### src/rtl/xps2_ctrl.sv
// PS/2 scan-code set 2 sequencer: folds E0/F0/E1 prefix runs into single key events,
// queues them in a FIFO and exposes event/status/control words on the data bus.
module xps2_ctrl #(
    parameter int DEPTH_LOG2 = 3,
    parameter int DATA_W     = 32
) (
    input  logic              clk,
    input  logic              rst,
    input  logic              byte_valid,
    input  logic [7:0]        byte_in,
    input  logic              data_sel,
    input  logic              data_we,
    input  logic [1:0]        data_addr,
    input  logic [DATA_W-1:0] data_in,
    output logic [DATA_W-1:0] data_out,
    output logic              not_empty,
    output logic              overflow
);

    localparam int DEPTH = 1 << DEPTH_LOG2;
    localparam logic [DEPTH_LOG2-1:0] PTR_ONE = DEPTH_LOG2'(1);
    localparam logic [DEPTH_LOG2:0]   CNT_ONE = (DEPTH_LOG2 + 1)'(1);

    typedef enum logic [2:0] {
        S_IDLE,
        S_EXT,
        S_BRK,
        S_EXT_BRK,
        S_SKIP
    } state_e;

    state_e                state_q, state_d;
    logic [2:0]            skip_q, skip_d;
    logic                  ev_push;
    logic [9:0]            ev_data;

    logic [9:0]            mem_q [DEPTH];
    logic [DEPTH_LOG2-1:0] wr_ptr_q, wr_ptr_d;
    logic [DEPTH_LOG2-1:0] rd_ptr_q, rd_ptr_d;
    logic [DEPTH_LOG2:0]   count_q, count_d;
    logic                  not_empty_q;
    logic                  overflow_q, overflow_d;

    logic                  pop, push, drop, flush, ovf_clr, full, empty;
    logic [7:0]            count_b;
    logic                  unused_data;

    assign full    = count_q[DEPTH_LOG2];
    assign empty   = (count_q == '0);
    assign pop     = data_sel && !data_we && (data_addr == 2'd0) && !empty;
    assign ovf_clr = data_sel && data_we && (data_addr == 2'd1) && data_in[0];
    assign flush   = data_sel && data_we && (data_addr == 2'd2) && data_in[0];
    // A full FIFO still accepts an event when the head is popped in the same cycle.
    assign push    = ev_push && !flush && (!full || pop);
    assign drop    = ev_push && !flush && full && !pop;
    assign count_b = 8'(count_q);
    assign unused_data = ^data_in[DATA_W-1:1];

    // NOTE: every signal driven here gets a default first so no latch is inferred.
    always_comb begin
        state_d = state_q;
        skip_d  = skip_q;
        ev_push = 1'b0;
        ev_data = {2'b00, byte_in};
        if (byte_valid) begin
            case (state_q)
                S_IDLE: begin
                    if (byte_in == 8'hE0) begin
                        state_d = S_EXT;
                    end else if (byte_in == 8'hF0) begin
                        state_d = S_BRK;
                    end else if (byte_in == 8'hE1) begin
                        state_d = S_SKIP;
                        skip_d  = 3'd7;
                    end else begin
                        ev_push = 1'b1;
                    end
                end
                S_EXT: begin
                    if (byte_in == 8'hF0) begin
                        state_d = S_EXT_BRK;
                    end else if (byte_in != 8'hE0) begin
                        ev_push = 1'b1;
                        ev_data = {2'b10, byte_in};
                        state_d = S_IDLE;
                    end
                end
                S_BRK: begin
                    if (byte_in != 8'hF0) begin
                        ev_push = 1'b1;
                        ev_data = {2'b01, byte_in};
                        state_d = S_IDLE;
                    end
                end
                S_EXT_BRK: begin
                    ev_push = 1'b1;
                    ev_data = {2'b11, byte_in};
                    state_d = S_IDLE;
                end
                S_SKIP: begin
                    // The pause sequence carries seven trailing bytes; the last one emits E1 once.
                    skip_d = skip_q - 3'd1;
                    if (skip_q == 3'd1) begin
                        ev_push = 1'b1;
                        ev_data = {2'b00, 8'hE1};
                        state_d = S_IDLE;
                    end
                end
                default: state_d = S_IDLE;
            endcase
        end
        if (flush) begin
            state_d = S_IDLE;
            skip_d  = '0;
        end
    end

    always_comb begin
        wr_ptr_d   = wr_ptr_q;
        rd_ptr_d   = rd_ptr_q;
        count_d    = count_q;
        overflow_d = drop ? 1'b1 : (ovf_clr ? 1'b0 : overflow_q);
        if (flush) begin
            wr_ptr_d = '0;
            rd_ptr_d = '0;
            count_d  = '0;
        end else begin
            if (push) wr_ptr_d = wr_ptr_q + PTR_ONE;
            if (pop)  rd_ptr_d = rd_ptr_q + PTR_ONE;
            case ({push, pop})
                2'b10:   count_d = count_q + CNT_ONE;
                2'b01:   count_d = count_q - CNT_ONE;
                default: count_d = count_q;
            endcase
        end
    end

    // NOTE: sequential state uses non-blocking assignments so all registers update together.
    always_ff @(posedge clk) begin
        if (!rst) begin
            state_q     <= S_IDLE;
            skip_q      <= '0;
            wr_ptr_q    <= '0;
            rd_ptr_q    <= '0;
            count_q     <= '0;
            not_empty_q <= 1'b0;
            overflow_q  <= 1'b0;
        end else begin
            state_q     <= state_d;
            skip_q      <= skip_d;
            wr_ptr_q    <= wr_ptr_d;
            rd_ptr_q    <= rd_ptr_d;
            count_q     <= count_d;
            not_empty_q <= (count_d != '0);
            overflow_q  <= overflow_d;
        end
    end

    // NOTE: storage is not reset; an entry is only read after it has been written.
    always_ff @(posedge clk) begin
        if (push) mem_q[wr_ptr_q] <= ev_data;
    end

    always_comb begin
        data_out = '0;
        case (data_addr)
            2'd0:    if (not_empty_q) data_out[10:0] = {1'b1, mem_q[rd_ptr_q]};
            2'd1:    data_out[15:0] = {count_b, 5'b0, overflow_q, full, empty};
            default: data_out = '0;
        endcase
    end

    assign not_empty = not_empty_q;
    assign overflow  = overflow_q;

endmodule
### config.mk
export PLATFORM = sky130hd
export DESIGN_NAME = xps2_ctrl
export DESIGN_NICKNAME = d
export VERILOG_FILES = /design/src/rtl/xps2_ctrl.sv
export SDC_FILE = /design/constraint.sdc
export NUM_CORES = 1
export LEC_CHECK = 0
export CAP_MARGIN = 5
export CELL_PAD_IN_SITES_DETAIL_PLACEMENT = 0
export CELL_PAD_IN_SITES_GLOBAL_PLACEMENT = 2
export CORE_MARGIN = 2
export CORE_UTILIZATION = 36
export DETAILED_ROUTE_END_ITERATION = 8
export PLACE_DENSITY = 0.85
export REMOVE_ABC_BUFFERS = 1
export SLEW_MARGIN = 20
export SYNTH_ARGS = -nofsm -noshare
export SYNTH_HDL_FRONTEND = slang
export SYNTH_SLANG_ARGS = --single-unit
### constraint.sdc
create_clock -name clk -period 3.1 [get_ports clk]
set_input_delay 0.31 -clock clk [delete_from_list [all_inputs] [get_ports clk]]
set_output_delay 0.31 -clock clk [all_outputs]
set_load 0.02 [all_outputs]
After elaboration in Yosys (flattened, before gate mapping). Memory sizes are Yosys's and may differ from the RTL's. A register that Yosys moved wholly into a read port is not among the register bits. Cells that the tools add are included.

Register bits: 18. RAM bits: 80. Bits of input ports: 47. Output and inout port bits: 34. Word-level logic and storage cells: 100. Memories: 1.

Memories: mem_q (words 8, width 10, rd ports 1, clocked after memory_dff 1, wr ports 1, line 37) `logic [9:0] mem_q [DEPTH];`.

Add/subtract/negate cells: 5. Eq/ne operators: 21. Multiplexer cells: 38. Bitwise logic cells: 1. Reductions and logical operators: 27.

Operators with widths (count): $pmux 10 s4 (1); $mux 3 (12); $mux 10 (3); $eq 8x8->1 const B (3); $pmux 11 s2 (1); $ne 8x8->1 const B (2); $mux 1 (13); $logic_and 1x1->1 (12); $pmux 3 s4 (1); $mux 11 (1); $ne 2x2->1 const B (5); $reduce_and 5->1 (2); $mux 9 (1); $mux 8 (1); $pmux 4 s2 (1); $add 3x1->3 const B (2); $eq 3x1->1 const B (2); $eq 3x2->1 const B (2); $pmux 3 s2 (1); $logic_not 1->1 (5); $pmux 1 s5 (1); $add 4x1->4 const B (1); $eq 2x1->1 const B (2); $eq 2x2->1 const B (2); 14 further kinds (15).

Depth between registers and ports, before layout.
Depth after elaboration: 12. Mapped depth: 15. Mapped depth without buffers: 14.

Least setup slack after synthesis. OpenSTA, ideal clock, no wires.

Kind: register to register. From: register skip_q[1]. To: memory mem_q[1][0] (enable). Setup time: 0.404 ns. Arrival: 2.428 ns. Data required time: 2.696 ns. Slack: 0.269 ns. Cell stages (with the launch flop): 9. Buffers on the path: 1. Period minus slack after synthesis: 2.831 ns. Cells stage by stage: dfxtp_1 > inv_1 > ha_1 > and3b_1 > nand2_1 > a221o_2 > nand2b_4 > buf_6 > nor4_1.

Cells in the longest elaborated chain, start to end: 8.

Ends and longest elaborated chain: start, declared (line 33) `logic [2:0] skip_q, skip_d;`; start signal, assigned (line 150) `skip_q <= skip_d;`; $eq 3x1->1 (line 103) `if (skip_q == 3'd1) begin`; $mux 1 (line 103); $pmux 1 s5 (line 66) `case (state_q)`; $mux 1 (line 65) `if (byte_valid) begin`; $logic_and 1x1->1 (2 in series) (line 54) `assign push = ev_push && !flush && (!full || pop);`; $mux 1 (line 161) `if (push) mem_q[wr_ptr_q] <= ev_data;`; $mux 1 (not written as such) (line 161); end, declared (line 37).

No other way between the ends.

Worst setup path after layout.
From: input byte_in[1]. To: register not_empty_q (netlist: not_empty).

Cells in the longest elaborated chain, start to end: 12. Elaborated cells between the ends (all ways): 20. Those cells by class: 7 x eq/ne; 10 x mux; 3 x reduce/logical.

Ends and longest elaborated chain: start, declared (line 10) `input logic [7:0] byte_in,`; $eq 8x8->1 (line 72) `end else if (byte_in == 8'hE1) begin`; $mux 1 (line 72); $mux 1 (line 70) `end else if (byte_in == 8'hF0) begin`; $mux 1 (line 68) `if (byte_in == 8'hE0) begin`; $pmux 1 s5 (*) (line 66); $mux 1 (*) (line 65); $logic_and 1x1->1 (*) (2 in series) (line 54); $eq 2x1->1 or $eq 2x2->1 (tied branches) (line 130) `case ({push, pop})`; $pmux 4 s2 (*) (line 130); $mux 4 (*) (line 123) `if (flush) begin`; $reduce_bool 4->1 (*) (line 154) `not_empty_q <= (count_d != '0);`; end signal, assigned (line 154); end, declared (line 41) `logic not_empty_q;`.

Mark *: on every way between the ends. The rest lies on a longest branch, timed or not. A chain may end at the register's enable or synchronous reset.

==> metrics.txt <==
status=finished, final reports clean; top achievable clock speed=0.3600 GHz; Cell variety after synth=55; switch share=0.2295; Clock transition at path regs=70 ps; Max VDD drop=0.0002363 V; dominant cell type by area after synthesis=edfxtp_1; Avg WL per Cell=16.28 um; root buffer cell=clkbuf_16; Synth Instances=323; vias in the first global route=2642; RSZ-0062 raised after global routing=no; clock latency on the worst-skew pair=340 ps; crit end category=flip-flop; Area Growth Syn to Fin=18.90%; final wirelength=8989 um; crit path DAT=2970 ps; Max Slew Vio Count=0; class of the worst hold path=flip-flop to flip-flop; Hold-fix buffers, CTS=0; max_cap viols=0; DIE AREA=0.01366 sq mm; sequential power share=0.544; Power Density=509.6 mW/mm^2; internal power=2.142 mW; first-pass GRT wire length=14260 um; CTS Sinks=101; via count=2665; Die X=116.9 um; HPWL Detailed=6194 um; CP required=3290 ps; Post-synth top cells=edfxtp_1, nand2_1, buf_4; Antenna Nets Post-Route=0; static leakage=1.873 nW; Net Sw Power=638.0 uW; Synth warnings=0; core area=0.01252 sq mm; Final Util=0.4358; Slew @ Worst Pin=667.1 ps; total track usage=0.1433; Vias/cell=4.828; routability cong.=0.7652; FF+latch count, synth=101; min Tclk post-route=2778 ps; relative slew slack=0.5532; PortBufs=29; diode count=0; worst-path fanout max=3; Max Root-Sink Buffers=2; largest net degree at the start of global routing=21; Startpoint Class=primary input; Avg Inst Size Synth=14.20 sq um; Setup Buffers After CTS=0; Pre-antenna DRT Iters=4; num ports=81; drt initial violations=166; Final Hold Vio Count=0; initial antenna violation count=0; Die Ht=116.9 um; Clock Power Share=0.370; Initial Util=0.3666; Area contributors post-synth=edfxtp_1, mux4_2, dfxtp_1, buf_4, mux2i_1; residual DRC count=0; row cnt=41; ys async rst share=0; smallest hold slack=495.2 ps; H-tree levels=3; kind of critical path=primary input to flip-flop; Resized cells post-CTS=0; CTS tree=built; nets=429; total CTS buffers=9; Tcrit/Tclk final=0.8960; Post-synth EDFFs=80; Top FF cell, synth=edfxtp_1; Logic pwr share=0.085; share of cells above drive strength 1=0.2079; synthesized area=0.004588 sq mm; # setup viols final=0; most common cell in the netlist=edfxtp_1; Final Skew=6.404 ps; share of the synthesized area in the top cell type=0.5236; grt ovf=0; register area share after synthesis=0.6152
final cells by class:
type | instances | area, sq um
Fill cell | 1115 | 7062
Sequential cell | 101 | 2823
Multi-Input combinational cell | 198 | 1610
Timing Repair Buffer | 58 | 508.0
Clock buffer | 9 | 225.2
Tap cell | 172 | 215.2
Clock inverter | 7 | 47.55
Inverter | 7 | 26.28
flip-flops by register name, summed over array words and instances, names as in the netlist, named ones only:
signal	flops
overflow	1
not_empty	1
state_q	3
count_q	4
mem_q	80
skip_q	3
rd_ptr_q	3
wr_ptr_q	3
worst paths after layout:
path,start,to,slack (ps),cells past startpoint
setup / recovery,byte_in[1],not_empty$_SDFF_PN0_,320,13
hold / removal,skip_q[2]$_SDFFE_PP0P_,skip_q[2]$_SDFFE_PP0P_,500,1
setup reg to reg,skip_q[1]$_SDFFE_PP0P_,not_empty$_SDFF_PN0_,370,14
hold reg to reg,skip_q[2]$_SDFFE_PP0P_,skip_q[2]$_SDFFE_PP0P_,500,1
layout by cell type, fill, tap and decap left out, types with 3 or more instances in the layout:
cell             instances
xor2_1                   4
inv_1                    7
conb_1                  20
mux2i_1                 15
inv_6                    3
ha_1                     7
clkdlybuf4s50_1         29
edfxtp_1                80
nand2_1                 24
buf_4                   29
dfxtp_1                 21
and2_1                   5
o21ai_0                 10
nor2_1                  21
a21oi_1                  5
mux4_2                  20
nor4_2                   7
nor3_1                   6
nand2b_1                 8
clkbuf_16                9
xnor2_1                  3
metal layers:
| metal | share of wire | vias up | GRT usage |
|---|---|---|---|
| met1 | 0.44 | 1318 | 0.1852 |
| met5 | 0 | - | 0 |
| met4 | 0.018 | 0 | 0.05569 |
| li1 | - | 1283 | - |
| met2 | 0.51 | 51 | 0.2378 |
| met3 | 0.030 | 13 | 0.03090 |
logic make-up after synthesis:
logic type	Yosys count	synth area share
XOR/XNOR	7	0.01336
AO/OA/AOI/OAI	35	0.05045
buffers and inverters	43	0.05754
AND/OR/NAND/NOR	93	0.1102
adder cells (fa/ha/maj)	7	0.01909
other	1	0.0008173
multiplexers	36	0.1334
flip-flops	101	0.6152
critical path, stage by stage:
cell,delay [ps]
clkdlybuf4s50_1,440
or4b_4,570
a211oi_1,220
a221o_2,200
nand2b_4,140
ha_1,180
xor2_1,70
ha_1,180
a21oi_1,140
xor2_1,150
nor2_1,60
xnor2_1,180
a31oi_1,130
power by group through the flow:
stage / registers [mW] / logic (mW) / clock network (mW)
floorplan: 1.54 / 0.132 / 0
global placement: 1.54 / 0.235 / 0
detailed placement: 1.54 / 0.239 / 0
CTS: 1.51 / 0.240 / 1.05
global route: 1.52 / 0.262 / 1.10
finish: 1.51 / 0.237 / 1.03
metrics by stage:
step	setup TNS [ps]	worst slack [ps]	std cells	power (mW)	instance area, sq um
6_report	0	322.3	552	2.780	5455
5_1_grt	0	77.82	552	2.879	5455
4_1_cts	0	278.2	552	2.805	5455
3_5_place_dp	-35.82	-35.82	536	1.782	5182
3_3_place_gp	-43.83	-43.83	536	1.776	5182
2_1_floorplan	0	344.6	306	1.674	4422
Note: power is estimated with default switching activity, not from simulation.
